`src/rtl/serial_add_ctrl_if.sv`:
```
// Handshake and data bundle for the nibble-serial adder controller.
// The requester (master) drives start and the operands; the adder (slave)
// returns status and the registered result.
interface serial_add_ctrl_if #(
   parameter int W = 16
);
   logic         start;
   logic [W-1:0] a;
   logic [W-1:0] b;
   logic         c_in;
   logic         busy;
   logic         done;
   logic [W-1:0] sum;
   logic         c_out;
   logic         ovf;

   modport master (
      output start, a, b, c_in,
      input  busy, done, sum, c_out, ovf
   );

   modport slave (
      input  start, a, b, c_in,
      output busy, done, sum, c_out, ovf
   );
endinterface

```
`src/rtl/serial_add_ctrl.sv`:
```
// Nibble-serial adder controller.
// A single 4-bit ripple slice is time-shared over NIBBLES cycles to add two
// W-bit operands. Operands are captured when a start is accepted in IDLE, so
// the bus may change freely while the operation runs. The result, carry-out
// and signed overflow are registered and held until the next accepted start.
module serial_add_ctrl #(
   parameter int NIBBLES = 4,          // legal range 2..8
   parameter int W       = 4*NIBBLES   // derived; keep at its default
) (
   input  logic             clk,
   input  logic             reset,
   serial_add_ctrl_if.slave bus
);

   localparam int               IDX_W    = (NIBBLES > 1) ? $clog2(NIBBLES) : 1;
   localparam logic [IDX_W-1:0] LAST_IDX = IDX_W'(NIBBLES - 1);

   typedef enum logic [1:0] {
      S_IDLE = 2'd0,
      S_ADD  = 2'd1,
      S_DONE = 2'd2
   } state_t;

   state_t           state;
   logic [IDX_W-1:0] idx;
   logic             carry;
   logic [W-1:0]     a_lat;
   logic [W-1:0]     b_lat;
   logic [W-1:0]     sum_r;
   logic             busy_r;
   logic             done_r;
   logic             c_out_r;
   logic             ovf_r;

   // One full-adder bit: returns {carry_out, sum}.
   function automatic logic [1:0] full_add(input logic x, input logic y, input logic ci);
      return {(x & y) | (ci & (x ^ y)), x ^ y ^ ci};
   endfunction

   // The shared 4-bit slice: four chained full-adder bits fed from the
   // currently selected nibble of each latched operand and the carry register.
   logic [3:0] nib_a;
   logic [3:0] nib_b;
   logic [3:0] slice_sum;
   logic       c1;
   logic       c2;
   logic       c3;   // carry into the slice MSB; on the last nibble this is the carry into bit W-1
   logic       c4;   // slice carry-out

   assign nib_a = a_lat[4*idx +: 4];
   assign nib_b = b_lat[4*idx +: 4];

   assign {c1, slice_sum[0]} = full_add(nib_a[0], nib_b[0], carry);
   assign {c2, slice_sum[1]} = full_add(nib_a[1], nib_b[1], c1);
   assign {c3, slice_sum[2]} = full_add(nib_a[2], nib_b[2], c2);
   assign {c4, slice_sum[3]} = full_add(nib_a[3], nib_b[3], c3);

   // Operand capture: pure data, no reset needed, loaded only on acceptance.
   always_ff @(posedge clk) begin
      if (state == S_IDLE && bus.start) begin
         a_lat <= bus.a;
         b_lat <= bus.b;
      end
   end

   // Control FSM with registered status and result outputs.
   always_ff @(posedge clk or posedge reset) begin
      if (reset) begin
         state   <= S_IDLE;
         idx     <= '0;
         carry   <= 1'b0;
         sum_r   <= '0;
         busy_r  <= 1'b0;
         done_r  <= 1'b0;
         c_out_r <= 1'b0;
         ovf_r   <= 1'b0;
      end else begin
         case (state)
            S_IDLE: begin
               done_r <= 1'b0;
               if (bus.start) begin
                  carry   <= bus.c_in;
                  idx     <= '0;
                  sum_r   <= '0;
                  c_out_r <= 1'b0;
                  ovf_r   <= 1'b0;
                  busy_r  <= 1'b1;
                  state   <= S_ADD;
               end
            end
            S_ADD: begin
               sum_r[4*idx +: 4] <= slice_sum;
               carry             <= c4;
               if (idx == LAST_IDX) begin
                  // Index parks on the last nibble; it is re-cleared on the next start.
                  c_out_r <= c4;
                  ovf_r   <= c3 ^ c4;
                  done_r  <= 1'b1;
                  state   <= S_DONE;
               end else begin
                  idx <= idx + IDX_W'(1);
               end
            end
            S_DONE: begin
               // A start seen here is deliberately dropped.
               done_r <= 1'b0;
               busy_r <= 1'b0;
               state  <= S_IDLE;
            end
            default: begin
               done_r <= 1'b0;
               busy_r <= 1'b0;
               state  <= S_IDLE;
            end
         endcase
      end
   end

   assign bus.busy  = busy_r;
   assign bus.done  = done_r;
   assign bus.sum   = sum_r;
   assign bus.c_out = c_out_r;
   assign bus.ovf   = ovf_r;

endmodule

```
`src/flat_wrapper.sv`:
```
// flat-port wrapper written by rule: the top's interface ports become plain ports
module serial_add_ctrl_flat 
#(
   parameter int NIBBLES = 4,                             
   parameter int W       = 4*NIBBLES                                  
)
  (clk, reset, bus_start, bus_a, bus_b, bus_c_in, bus_busy, bus_done, bus_sum, bus_c_out, bus_ovf);
  serial_add_ctrl_if #(.W(W)) bus_i ();
  input  logic clk;
  input  logic reset;
  input wire logic [$bits(bus_i.start)-1:0] bus_start;
  input wire logic [$bits(bus_i.a)-1:0] bus_a;
  input wire logic [$bits(bus_i.b)-1:0] bus_b;
  input wire logic [$bits(bus_i.c_in)-1:0] bus_c_in;
  output wire logic [$bits(bus_i.busy)-1:0] bus_busy;
  output wire logic [$bits(bus_i.done)-1:0] bus_done;
  output wire logic [$bits(bus_i.sum)-1:0] bus_sum;
  output wire logic [$bits(bus_i.c_out)-1:0] bus_c_out;
  output wire logic [$bits(bus_i.ovf)-1:0] bus_ovf;
  assign bus_i.start = bus_start;
  assign bus_i.a = bus_a;
  assign bus_i.b = bus_b;
  assign bus_i.c_in = bus_c_in;
  assign bus_busy = bus_i.busy;
  assign bus_done = bus_i.done;
  assign bus_sum = bus_i.sum;
  assign bus_c_out = bus_i.c_out;
  assign bus_ovf = bus_i.ovf;
  serial_add_ctrl #(.NIBBLES(NIBBLES), .W(W)) u_core (.clk(clk), .reset(reset), .bus(bus_i));
endmodule
```
`config.mk`:
```
export PLATFORM = sky130hd
export DESIGN_NAME = serial_add_ctrl_flat
export DESIGN_NICKNAME = d
export VERILOG_FILES = /design/src/rtl/serial_add_ctrl_if.sv /design/src/rtl/serial_add_ctrl.sv /design/src/flat_wrapper.sv
export SDC_FILE = /design/constraint.sdc
export NUM_CORES = 1
export LEC_CHECK = 0
export CAP_MARGIN = 20
export CORE_MARGIN = 2
export CORE_UTILIZATION = 40
export CTS_BUF_LIST = sky130_fd_sc_hd__clkbuf_8 sky130_fd_sc_hd__clkbuf_16
export CTS_CLUSTER_DIAMETER = 50
export DETAILED_ROUTE_END_ITERATION = 6
export HOLD_SLACK_MARGIN = 0.12
export PLACE_DENSITY_LB_ADDON = 0.25
export SYNTH_ARGS = -nofsm -noshare
export SYNTH_HDL_FRONTEND = slang
export SYNTH_SLANG_ARGS = --single-unit
```
`constraint.sdc`:
```
create_clock -name clk -period 3.4 [get_ports clk]
set_input_delay 0.85 -clock clk [delete_from_list [all_inputs] [get_ports clk]]
set_output_delay 0.85 -clock clk [all_outputs]
set_load 0.02 [all_outputs]
```
==> results.cfg, run 1 <==
[die]
pin_count = 56
die_w_um = 82.1
die-area_um2 = 6740
start_util_pct = 41.2
rows = 28
fp.coreArea_um2 = 5920
die_h_um = 82.1

[yosys]
synth_ff_type = edfxtp_1
synth_edf_count = 32
synth-async-reset-ratio_pct = 43.9
yosysWarnings = 0
yosysSeqAreaShare_pct = 65.1
synth_seq_cells = 57
synth_nets = 196
netlist_area_um2 = 2440
ys_types = 36
syn_avg_cell_area_um2 = 16.0
syn_inst = 152

[hold_path]
whs_path_depth = 1
worstHoldPathType = reg2reg

[placement]
dp_hpwl_um = 3120
dpl.cell_count = 280
globalplace.congestion = 0.748
io_buffers = 55

[critical_path]
worstSetupPathType = reg2reg
cp.required_ps = 3620
cp_max_fo = 15
arrival_ps = 3170
r2r_cells = 10
worstSetupStartpointType = register
cp-end-kind = register

[routing]
wl_per_cell_um = 14.6
dr.pass1.iters = 4
route.vias.total = 1445
wirelength_um = 4330
postRouteAntennaNets = 0
drc = 0
vias_per_cell = 4.88
drt_iter0_markers = 67

[timing]
grt_setup_unrepaired = no
maxSlewHeadroom_pct = 38.6
slew_violations = 0
hold_ws_ps = 489
hold_viol_final = 0
tightest_slew_ps = 920
min_period_over_period_pct = 86.8
fmax_mhz = 339
min_period_ps = 2950
finalSetupViolCount = 0
finalClockSkew_ps = 6.95
fin_setup_tns_ps = 0

[clocking]
cts_sinks = 57
hold_buffers = 0
clk_pin_slew_ps = 60
cts_tree = yes
h-tree-depth = 3
cts.repair.resized = 0
cts_buffers = 9
root_buffer = clkbuf_8
clockBufferDepth = 2
post_cts_buffers = 0
clock_latency_ps = 330

[power_and_ir_drop]
total_power_uw = 2720
ir_worst_vdd_mv = 0.462
leakage_uw = 0.00130
cellPowerDensity_nw_per_um2 = 847

[global_route]
grt_max_degree = 33
antenna_found_initial = 0
grt_pass1_vias = 1452
grt.overflow.total = 0
grtUsageTotal_pct = 15.2
grt_first_pass_wirelength_um = 7150

[cells_and_area]
antenna_cells = 0
fin_cells = 296
fill_cells = 503
final_nets = 260
multiInputGateArea_um2 = 754
final_layout_size_suffix_gt1_share_pct = 10.4
final-seq-area_um2 = 1590
area_growth_pct = 31.6

[flow_run]
maxCapViolCount = 0

[run_status]
status = complete, no violations
==> power breakdown <==
part           switching (uW)  total (uW)  internal [uW]  leakage [uW]
sequential               97.1        1010            914      0.000629
combinational             652        1210            562      0.000586
clock                     245         493            248     0.0000841
total                     994        2720           1720       0.00130
==> Yosys cell counts, types with 3 or more instances <==
master | count | area share [%]
nor2_1 | 7 | 1.1
fa_1 | 4 | 3.3
edfxtp_1 | 32 | 39
a22o_1 | 8 | 2.9
a21oi_1 | 3 | 0.62
nand2_1 | 4 | 0.62
mux4_2 | 5 | 4.6
nand2b_1 | 4 | 1.0
mux4_1 | 3 | 3.2
ha_1 | 4 | 2.1
dfrtp_1 | 25 | 26
a21o_1 | 4 | 1.2
inv_1 | 13 | 2.0
o2bb2ai_1 | 9 | 3.2
==> metrics by stage <==
step | util [%] | setup WS, ps | instance area [um^2]
floorplan | - | 493 | 2440
global placement | 51.6 | 529 | 3060
detailed placement | 51.6 | 465 | 3060
CTS | 54.2 | 438 | 3210
global route | 54.2 | 279 | 3210
finish | 54.2 | 450 | 3210
==> flip-flops by register name (all words and copies together), names as in the netlist <==
register / cells
u_core.a_lat: 16
u_core.b_lat: 16
u_core.bus.busy: 1
u_core.bus.c_out: 1
u_core.bus.done: 1
u_core.bus.ovf: 1
u_core.bus.sum: 16
u_core.carry: 1
u_core.idx: 2
u_core.state: 2
==> critical path: stages, from the launching register on <==
cell	delay, ps
dfrtp_1	400
buf_4	250
mux4_2	550
fa_1	420
inv_1	70
fa_1	210
inv_1	70
fa_1	410
xor2_1	140
nor2_1	50
mux2_4	260
==> final cells by class <==
type | instances | area share [%]
clock buffer | 9 | 3.86
multi-input combinational | 77 | 23.5
clock inverter | 7 | 0.897
tap | 75 | 2.92
timing repair buffer | 58 | 17.9
inverter | 13 | 1.52
sequential | 57 | 49.4
==> cells by family after synthesis <==
kind of cell | share of synthesized area [%]
adder cells (fa/ha/maj) | 5.34
flip-flops | 65.1
XOR/XNOR | 0.359
buffers and inverters | 4.10
AND/OR/NAND/NOR | 6.77
multiplexers | 8.88
AO/OA/AOI/OAI | 9.49
==> layer usage <==
layer | routed length, um | share of wire (%) | global-route usage, %
met5 | 0 | 0 | 0
met4 | 94 | 2.2 | 8.50
met3 | 274 | 6.3 | 6.15
met2 | 1940 | 45 | 20.7
met1 | 2020 | 47 | 20.7
==> layout by cell type (no fill, tap or decap), types with 2 or more instances in the layout <==
master	netlist	layout
ha_1	4	4
a22o_1	8	8
nor2_1	7	6
mux4_1	3	3
nand3_1	2	2
o2bb2ai_1	9	9
and3_1	2	2
clkinv_1	0	4
nand2_1	4	4
o22ai_1	2	2
dfrtp_1	25	25
edfxtp_1	32	32
a21o_1	4	4
clkbuf_8	0	9
o21ai_0	2	2
mux4_2	5	5
clkinv_2	0	2
clkdlybuf4s50_1	0	55
fa_1	4	4
inv_1	13	14
buf_4	0	3
a21oi_1	3	3
nand2b_1	4	4
==> path summary, 6_finish.rpt <==
kind	end	slack, ps	from
setup / recovery	u_core.bus.ovf	450	u_core.idx[0]
hold / removal	u_core.bus.c_out	490	u_core.bus.c_out
setup reg to reg	u_core.bus.ovf	450	u_core.idx[0]
hold reg to reg	u_core.bus.c_out	490	u_core.bus.c_out
max in group asynchronous	u_core.bus.sum[9]	1810	reset
min in group asynchronous	u_core.bus.busy	1020	reset
Power figures use the tool's default switching activity.
==> run 2, diff against run 1 <==
- GPL_ROUTABILITY_DRIVEN: default -> 0
==> results of run 2 <==
The final DEF is identical to that of run 1; final timing and power are the same.
==> run 3, diff against run 2 <==
- ABC_CLOCK_PERIOD_IN_PS: default -> 3400
- MAX_ROUTING_LAYER: default -> met4
==> results.cfg, run 3 (same netlist as run 1, synthesis figures left out) <==
[global_route]
grt.overflow.total = 0
grt_first_pass_wirelength_um = 7150
antenna_found_initial = 0
grt_max_degree = 33
grtUsageTotal_pct = 15.7
grt_pass1_vias = 1452

[die]
die_h_um = 82.1
die_w_um = 82.1
die-area_um2 = 6740
rows = 28
start_util_pct = 41.2
pin_count = 56
fp.coreArea_um2 = 5920

[timing]
finalSetupViolCount = 0
min_period_ps = 2950
slew_violations = 0
maxSlewHeadroom_pct = 38.6
finalClockSkew_ps = 6.97
hold_viol_final = 0
hold_ws_ps = 489
tightest_slew_ps = 919
fmax_mhz = 339
fin_ws_ps = 450
min_period_over_period_pct = 86.8
grt_setup_unrepaired = no
fin_setup_tns_ps = 0

[flow_run]
maxCapViolCount = 0

[critical_path]
crit_slowest_cell = mux4_2
crit_top_cell = fa_1
path_cells = buf_4 > mux4_2 > fa_1 > inv_1 > fa_1 > inv_1 > fa_1 > xor2_1 > nor2_1 > mux2_4
worstSetupStartpointType = register
cp.required_ps = 3620
crit_family = adder cells
cp-end-kind = register
cp_max_fo = 15
arrival_ps = 3170
worstSetupPathType = reg2reg
slowest_delay_ps = 550
cp_num_buf_inv = 3

[placement]
place_ws_ps = 465
io_buffers = 55
dp_hpwl_um = 3120

[hold_path]
worstHoldPathType = reg2reg

[power_and_ir_drop]
ir_worst_vdd_mv = 0.461
cellPowerDensity_nw_per_um2 = 847
leakage_uw = 0.00130

[routing]
drc = 0
route.vias.total = 1445
postRouteAntennaNets = 0
drt_iter0_markers = 78
wl_per_cell_um = 14.6
dr.pass1.iters = 4
wirelength_um = 4340
vias_per_cell = 4.88

[clocking]
cts_tree = yes
clk_pin_slew_ps = 60
clockBufferDepth = 2
post_cts_buffers = 0
root_buffer = clkbuf_8
hold_buffers = 0
clock_latency_ps = 330
cts_sinks = 57
cts_buffers = 9
h-tree-depth = 3
cts.repair.resized = 0

[cells_and_area]
antenna_cells = 0
final_nets = 260
fill_cells = 503
final_layout_size_suffix_gt1_share_pct = 10.4
layout_commonest_cell = clkdlybuf4s50_1
area_growth_pct = 31.6
final_cell_mix = clkdlybuf4s50_1 (55), edfxtp_1 (32), dfrtp_1 (25)

[run_status]
status = complete, no violations
-- run 3: stage by stage --
| step | cell area, um^2 | total power, uW | cells | utilization (%) |
|---|---|---|---|---|
| 3_3_place_gp | 3060 | 2250 | 280 | 51.6 |
| 2_1_floorplan | 2440 | 1860 | 152 | - |
| 6_report | 3210 | 2720 | 296 | 54.2 |
| 3_5_place_dp | 3060 | 2250 | 280 | 51.6 |
| 5_1_grt | 3210 | 2930 | 296 | 54.2 |
| 4_1_cts | 3210 | 2760 | 296 | 54.2 |
-- run 3: worst paths after layout --
| kind | slack [ps] | startpoint | cells after the start | to |
|---|---|---|---|---|
| worst min-delay path | 490 | u_core.bus.c_out | 1 | u_core.bus.c_out |
| max in group asynchronous | 1810 | reset | 2 | u_core.bus.sum[9] |
| worst max-delay path | 450 | u_core.idx[0] | 10 | u_core.bus.ovf |
| worst min register to register | 490 | u_core.bus.c_out | 1 | u_core.bus.c_out |
| worst max register to register | 450 | u_core.idx[0] | 10 | u_core.bus.ovf |
| min in group asynchronous | 1020 | reset | 2 | u_core.bus.busy |
-- run 3: where the power goes --
group	total (uW)	leakage (uW)	switching, uW	internal, uW
combinational	1210	0.000586	652	562
clock	493	0.0000841	245	248
sequential	1010	0.000629	97.1	914
total	2720	0.00130	995	1720
-- run 3: routing by layer --
metal	track usage (%)	share of wire, %	vias to the layer above
met5	-	0	-
met4	8.50	2.1	0
met3	6.04	6.2	9
met2	20.7	45	47
met1	20.7	47	689
li1	-	-	700
-- run 3: cell type report --
| type | count | area (um^2) | share of cell area, % |
|---|---|---|---|
| timing repair buffer | 58 | 573 | 17.9 |
| tap | 75 | 93.8 | 2.92 |
| clock inverter | 7 | 28.8 | 0.897 |
| multi-input combinational | 77 | 754 | 23.5 |
| sequential | 57 | 1590 | 49.4 |
| clock buffer | 9 | 124 | 3.86 |
| inverter | 13 | 48.8 | 1.52 |
-- run 3: worst register-to-register path: cells and delay by family, from the launching register on --
| kind | cells | cell delay (ps) |
|---|---|---|
| muxes | 2 | 810 |
| xor gates and xnor gates | 1 | 140 |
| and+or+nand+nor | 1 | 50 |
| adders and majority gates | 3 | 1040 |
| DFF | 1 | 400 |
| buffers and inverters | 3 | 390 |
